### config.mk
export PLATFORM = sky130hd
export DESIGN_NAME = mem_loader_flat
export DESIGN_NICKNAME = d
export VERILOG_FILES = /design/src/rtl/mem_loader_if.sv /design/src/rtl/mem_loader.sv /design/src/flat_wrapper.sv
export SDC_FILE = /design/constraint.sdc
export NUM_CORES = 1
export LEC_CHECK = 0
export ABC_AREA = 1
export CORE_AREA = 3 3 68 102
export CTS_CLUSTER_SIZE = 40
export DETAILED_ROUTE_END_ITERATION = 10
export DIE_AREA = 0 0 71 105
export PLACE_DENSITY = 0.73
export SLEW_MARGIN = 40
export SYNTH_ARGS = -nofsm -noshare
export SYNTH_HDL_FRONTEND = slang
export SYNTH_SLANG_ARGS = --single-unit
### constraint.sdc
create_clock -name clk -period 1.76 [get_ports clk]
set_clock_uncertainty 0.05 [all_clocks]
set_input_delay 0.352 -clock clk [delete_from_list [all_inputs] [get_ports clk]]
set_output_delay 0.352 -clock clk [all_outputs]
set_load 0.005 [all_outputs]
### src/rtl/mem_loader_if.sv
// Byte-stream input, RAM write port and status bundle for mem_loader.
// The loader side uses the slave modport; the stream source / controller side uses master.
interface mem_loader_if #(
    parameter int ADDR_WIDTH = 16,
    parameter int DATA_WIDTH = 16
);
    logic                  start;
    logic [7:0]            in_data;
    logic                  in_valid;
    logic                  in_ready;
    logic                  we;
    logic [ADDR_WIDTH-1:0] a;
    logic [DATA_WIDTH-1:0] d;
    logic                  busy;
    logic                  done;
    logic                  csum_err;

    modport master (
        output start, in_data, in_valid,
        input  in_ready, we, a, d, busy, done, csum_err
    );

    modport slave (
        input  start, in_data, in_valid,
        output in_ready, we, a, d, busy, done, csum_err
    );
endinterface

### src/rtl/mem_loader.sv
// Assembles a byte stream (high byte first) into 16-bit words and writes them to RAM.
// Define MEM_LOADER_CHECKSUM_EN to require a trailing 16-bit sum word after the image.
module mem_loader #(
    parameter int ADDR_WIDTH = 16,
    parameter int DATA_WIDTH = 16,
    parameter int WORD_COUNT = 784,
    parameter int BASE_ADDR  = 0
) (
    input logic         clk,
    input logic         rst_n,
    mem_loader_if.slave bus
);

    localparam logic [ADDR_WIDTH-1:0] BASE     = ADDR_WIDTH'(BASE_ADDR);
    localparam logic [ADDR_WIDTH-1:0] ADDR_ONE = ADDR_WIDTH'(1);
    localparam logic [ADDR_WIDTH:0]   CNT_ONE  = (ADDR_WIDTH+1)'(1);
    // Counter is one bit wider than the address so a full 2^ADDR_WIDTH load is reachable.
    localparam logic [ADDR_WIDTH:0]   LAST     = (ADDR_WIDTH+1)'(WORD_COUNT);

`ifdef MEM_LOADER_CHECKSUM_EN
    typedef enum logic [2:0] {IDLE, HI, LO, WRITE, DONE, CK_HI, CK_LO} state_t;
`else
    typedef enum logic [2:0] {IDLE, HI, LO, WRITE, DONE} state_t;
`endif

    state_t                state;
    logic                  inReady;
    logic                  weQ;
    logic [ADDR_WIDTH-1:0] addr;
    logic [DATA_WIDTH-1:0] data;
    logic                  busyQ;
    logic                  doneQ;
    logic                  csumErr;
    logic [ADDR_WIDTH:0]   count;
    logic [ADDR_WIDTH:0]   countNext;
`ifdef MEM_LOADER_CHECKSUM_EN
    logic [15:0]           sum;
    logic [7:0]            ckHi;
`endif

    assign countNext    = count + CNT_ONE;
    assign bus.in_ready = inReady;
    assign bus.we       = weQ;
    assign bus.a        = addr;
    assign bus.d        = data;
    assign bus.busy     = busyQ;
    assign bus.done     = doneQ;
    assign bus.csum_err = csumErr;

    always_ff @(posedge clk or negedge rst_n) begin
        if (!rst_n) begin
            state   <= IDLE;
            inReady <= 1'b0;
            weQ     <= 1'b0;
            addr    <= BASE;
            data    <= '0;
            busyQ   <= 1'b0;
            doneQ   <= 1'b0;
            csumErr <= 1'b0;
            count   <= '0;
`ifdef MEM_LOADER_CHECKSUM_EN
            sum     <= '0;
            ckHi    <= '0;
`endif
        end else begin
            case (state)
                IDLE, DONE: begin
                    // in_ready is low here, so a byte offered alongside start is left with the source.
                    if (bus.start) begin
                        state   <= HI;
                        inReady <= 1'b1;
                        busyQ   <= 1'b1;
                        doneQ   <= 1'b0;
                        csumErr <= 1'b0;
                        count   <= '0;
                        addr    <= BASE;
`ifdef MEM_LOADER_CHECKSUM_EN
                        sum     <= '0;
`endif
                    end
                end
                HI: begin
                    if (bus.in_valid) begin
                        data[15:8] <= bus.in_data;
                        state      <= LO;
                    end
                end
                LO: begin
                    if (bus.in_valid) begin
                        data[7:0] <= bus.in_data;
                        inReady   <= 1'b0;
                        weQ       <= 1'b1;
                        state     <= WRITE;
                    end
                end
                WRITE: begin
                    weQ   <= 1'b0;
                    addr  <= addr + ADDR_ONE;
                    count <= countNext;
`ifdef MEM_LOADER_CHECKSUM_EN
                    sum   <= sum + data[15:0];
`endif
                    if (countNext == LAST) begin
`ifdef MEM_LOADER_CHECKSUM_EN
                        state   <= CK_HI;
                        inReady <= 1'b1;
`else
                        state   <= DONE;
                        busyQ   <= 1'b0;
                        doneQ   <= 1'b1;
`endif
                    end else begin
                        state   <= HI;
                        inReady <= 1'b1;
                    end
                end
`ifdef MEM_LOADER_CHECKSUM_EN
                CK_HI: begin
                    if (bus.in_valid) begin
                        ckHi  <= bus.in_data;
                        state <= CK_LO;
                    end
                end
                CK_LO: begin
                    // Trailer word is only compared, never written to RAM.
                    if (bus.in_valid) begin
                        csumErr <= ({ckHi, bus.in_data} != sum);
                        inReady <= 1'b0;
                        busyQ   <= 1'b0;
                        doneQ   <= 1'b1;
                        state   <= DONE;
                    end
                end
`endif
                default: begin
                    state   <= IDLE;
                    inReady <= 1'b0;
                    weQ     <= 1'b0;
                    busyQ   <= 1'b0;
                end
            endcase
        end
    end

endmodule

### src/flat_wrapper.sv
// flat-port wrapper written by rule: the top's interface ports become plain ports
module mem_loader_flat 
#(
    parameter int ADDR_WIDTH = 16,
    parameter int DATA_WIDTH = 16,
    parameter int WORD_COUNT = 784,
    parameter int BASE_ADDR  = 0
)
  (clk, rst_n, bus_start, bus_in_data, bus_in_valid, bus_in_ready, bus_we, bus_a, bus_d, bus_busy, bus_done, bus_csum_err);
  mem_loader_if #(.ADDR_WIDTH(ADDR_WIDTH), .DATA_WIDTH(DATA_WIDTH)) bus_i ();
  input logic clk;
  input logic rst_n;
  input wire logic [$bits(bus_i.start)-1:0] bus_start;
  input wire logic [$bits(bus_i.in_data)-1:0] bus_in_data;
  input wire logic [$bits(bus_i.in_valid)-1:0] bus_in_valid;
  output wire logic [$bits(bus_i.in_ready)-1:0] bus_in_ready;
  output wire logic [$bits(bus_i.we)-1:0] bus_we;
  output wire logic [$bits(bus_i.a)-1:0] bus_a;
  output wire logic [$bits(bus_i.d)-1:0] bus_d;
  output wire logic [$bits(bus_i.busy)-1:0] bus_busy;
  output wire logic [$bits(bus_i.done)-1:0] bus_done;
  output wire logic [$bits(bus_i.csum_err)-1:0] bus_csum_err;
  assign bus_i.start = bus_start;
  assign bus_i.in_data = bus_in_data;
  assign bus_i.in_valid = bus_in_valid;
  assign bus_in_ready = bus_i.in_ready;
  assign bus_we = bus_i.we;
  assign bus_a = bus_i.a;
  assign bus_d = bus_i.d;
  assign bus_busy = bus_i.busy;
  assign bus_done = bus_i.done;
  assign bus_csum_err = bus_i.csum_err;
  mem_loader #(.ADDR_WIDTH(ADDR_WIDTH), .DATA_WIDTH(DATA_WIDTH), .WORD_COUNT(WORD_COUNT), .BASE_ADDR(BASE_ADDR)) u_core (.clk(clk), .rst_n(rst_n), .bus(bus_i));
endmodule
==> out/metrics.csv <==
stage,metric,value,unit
floorplanning,die_y,105,um
routing,first_pass_iters,4,
finish,layout_commonest_cell,nand2_1,
setup_path,path_max_fanout,5,
placed_design,place_congestion,0.881,
routing,ant_nets,0,
grt,grt_max_degree,40,
cts,clock_latency,0.30,ns
grt,grt_first_pass_wirelength,11900,um
floorplanning,rows,35,
cts,cts.htree.levels,2,
flow_run,cap_violations,0,
placed_design,dpl_cell_area,3560,um2
finish,area_delta_synth_final,31.9,%
finish,register_area,1400,um2
setup_path,worstReg2RegEnd,u_core.bus.busy,
placed_design,io_buffers,47,
worst_hold_path,hold_class,flop to flop,
synth,synth_cell_types,32,
grt,grt_pass1_vias,2725,
routing,wire_per_inst,13.2,um
cts,cts_num_sinks,56,
setup_path,crit_slowest_cell,dfrtp_1,
synth,yosys_warnings,0,
placed_design,pre_cts_slack,-0.0653,ns
routing,drc,0,
synth,synthFlopType,dfrtp_1,
sta,setup_tns,-0.115,ns
setup_path,arrival,1.96,ns
routing,dr_total_vias,2691,
routing,met1_length,2890,um
synth,syn-instance-count,380,
setup_path,endpoint_kind,flop,
synth,ys_seq_area_frac,0.478,
run_status,violations,negative setup slack,
synth,syn_avg_cell_area,7.71,um2
floorplanning,die_x,71,um
cts,clockBufferDepth,2,
routing,drt_iter0_markers,227,
sta,setup_ws,-0.0447,ns
synth,synth-async-reset-ratio,1.00,
finish,antenna_cells,0,
sta,rsz0062_at_grt,yes,
synth,ys_seq_elements,56,
routing,wl,6920,um
pwr,peakVddDrop,1.01,mV
setup_path,reg2regPathDepth,14,
run_status,outcome,"finished, violations left",
grt,track_usage,0.196,
grt,antenna_found_initial,0,
setup_path,r2r_start,u_core.count[1],
finish,multi_input_area,1400,um2
routing,viasPerCell,5.13,
floorplanning,io-pin-count,49,
pwr,p_leak,1.79,nW
setup_path,slowest_delay,0.43,ns
cts,cts_made_buffers,5,
finish,num-fill-cells,541,
setup_path,crit_start,u_core.count[1],
floorplanning,core,6130,um2
setup_path,cp.required,1.91,ns
pwr,p_per_area,1140,nW/um2
synth,syn_nets,394,
sta,fin_crit_sh,1.03,
setup_path,cp-endpoint,u_core.bus.busy,
sta,max_freq,554,MHz
sta,hold_viol,0,
cts,clockRootBuffer,clkbuf_8,
finish,fin_nets,464,
sta,period_minus_slack,1.80,ns
finish,final_cell_mix,"100 x nand2_1, 55 x dfrtp_1, 51 x inv_1",
routing,wl_met2,3620,um
cts,clk_pin_slew,0.10,ns
floorplanning,die_area,7460,um2
sta,setup_viol,3,
synth,synth_area,2930,um2
finish,final_area,3870,um2
sta,drv_slew,0,
grt,overflow,0,
placed_design,dp_hpwl,5110,um
finish,drive_gt1_frac,0.175,
routing,routed-wl-met3,292,um
setup_path,path_common_cell,nand2_1,
setup_path,crit_chain,ha_4 > nand2_4 > nor2_4 > buf_4 > nand3_1 > nand2_1 > nand2_2 > nand2_2 > nor2_4 > nand3_2 > nand2_2 > nand2_1 > nand2_1 > nand2_1,
setup_path,cp-start-kind,flop,
setup_path,reg2reg_slack,-0.04,ns
synth,synth_edf_count,0,
floorplanning,initial_utilization,0.478,
cts,cts_tree,yes,
setup_path,timing_worst_setup_path_type,flop to flop,
routing,top_layer_used,met4,
==> worst max-delay path, delay by kind of cell (launching register included) <==
kind / cells / cell delay [ns]
simple gates: 12 / 0.90
fa+ha+maj: 1 / 0.20
flops: 1 / 0.43
buf+inv: 1 / 0.14
==> area by class of cell <==
cell class                      instances  area share
Timing Repair Buffer                   71       0.173
Clock buffer                            7      0.0223
Tap cell                               74      0.0239
Clock inverter                          1     0.00194
Inverter                               54      0.0531
Multi-Input combinational cell        262       0.363
Sequential cell                        56       0.363
==> state kept, by name, indices dropped and copies added (netlist names) <==
register	cells
u_core.count	17
u_core.bus.a	16
u_core.bus.d	16
u_core.state	3
u_core.bus.busy	1
u_core.bus.done	1
u_core.bus.in_ready	1
u_core.bus.we	1
==> synthesized netlist by cell type (4+ instances only) <==
master    instances  area, um2
nor2_4            5       56.3
o22ai_1           8       50.1
nor2_2            8       50.1
nor2_1           26       97.6
nand2_2           8       50.1
o21ai_1           4       20.0
o21ai_0          38        190
nand3_1          21        105
nand2_1         104        390
clkbuf_1          5       18.8
nor3_1            6       30.0
inv_1            52        195
dfrtp_1          56       1400
a21oi_1           9       45.0
nand4_1           6       37.5
==> stage by stage <==
step | instances | hold slack [ns] | power (mW) | util
floorplan | 380 | 0.00641 | 2.68 | -
global placement | 506 | 0.255 | 3.54 | 0.581
detailed placement | 506 | 0.253 | 3.57 | 0.581
CTS | 518 | 0.436 | 4.34 | 0.604
global route | 525 | 0.447 | 4.73 | 0.631
finish | 525 | 0.436 | 4.40 | 0.631
==> routing by layer <==
layer,track usage,vias up
met3,0.0423,7
met2,0.345,52
met5,0,-
met1,0.232,1277
met4,0.0659,0
li1,-,1355
==> worst min-delay path by stage <==
stage / start / to / depth (start not counted)
2_1_floorplan: rst_n / u_core.bus.a[0] / 0
3_3_place_gp: rst_n / u_core.bus.d[2] / 1
3_5_place_dp: rst_n / u_core.bus.d[2] / 1
4_1_cts: u_core.bus.a[15] / u_core.bus.a[15] / 1
5_1_grt: u_core.bus.a[15] / u_core.bus.a[15] / 1
6_report: u_core.bus.a[15] / u_core.bus.a[15] / 1
==> report_power, final <==
part           total [mW]  leakage (nW)  switching, mW  internal, mW
sequential           1.85         0.742          0.245          1.60
combinational        1.82          1.00          0.929         0.895
clock               0.728        0.0445          0.408         0.321
total                4.40          1.79           1.58          2.82
==> cells by family (layout without fill, tap and decap cells) <==
family / Yosys count / in the layout / share of synthesized area
adders and majority gates: 2 / 2 / 0.00853
and+or+nand+nor: 190 / 190 / 0.297
DFF: 56 / 56 / 0.478
buffers and inverters: 62 / 133 / 0.0815
xor gates and xnor gates: 4 / 4 / 0.0120
AOI/OAI and AO/OA: 65 / 65 / 0.122
other: 1 / 1 / 0.00128
==> repair_timing <==
action / in CTS / in global routing
setup buffers: 3 / 7
pin swaps: 6 / 12
endpoints found under the hold margin: 17 / 0
resized for setup: 3 / 32
hold buffers: 1 / 0
endpoints found under the setup margin: 4 / 19
No activity file was read; power rests on OpenSTA's default activity.
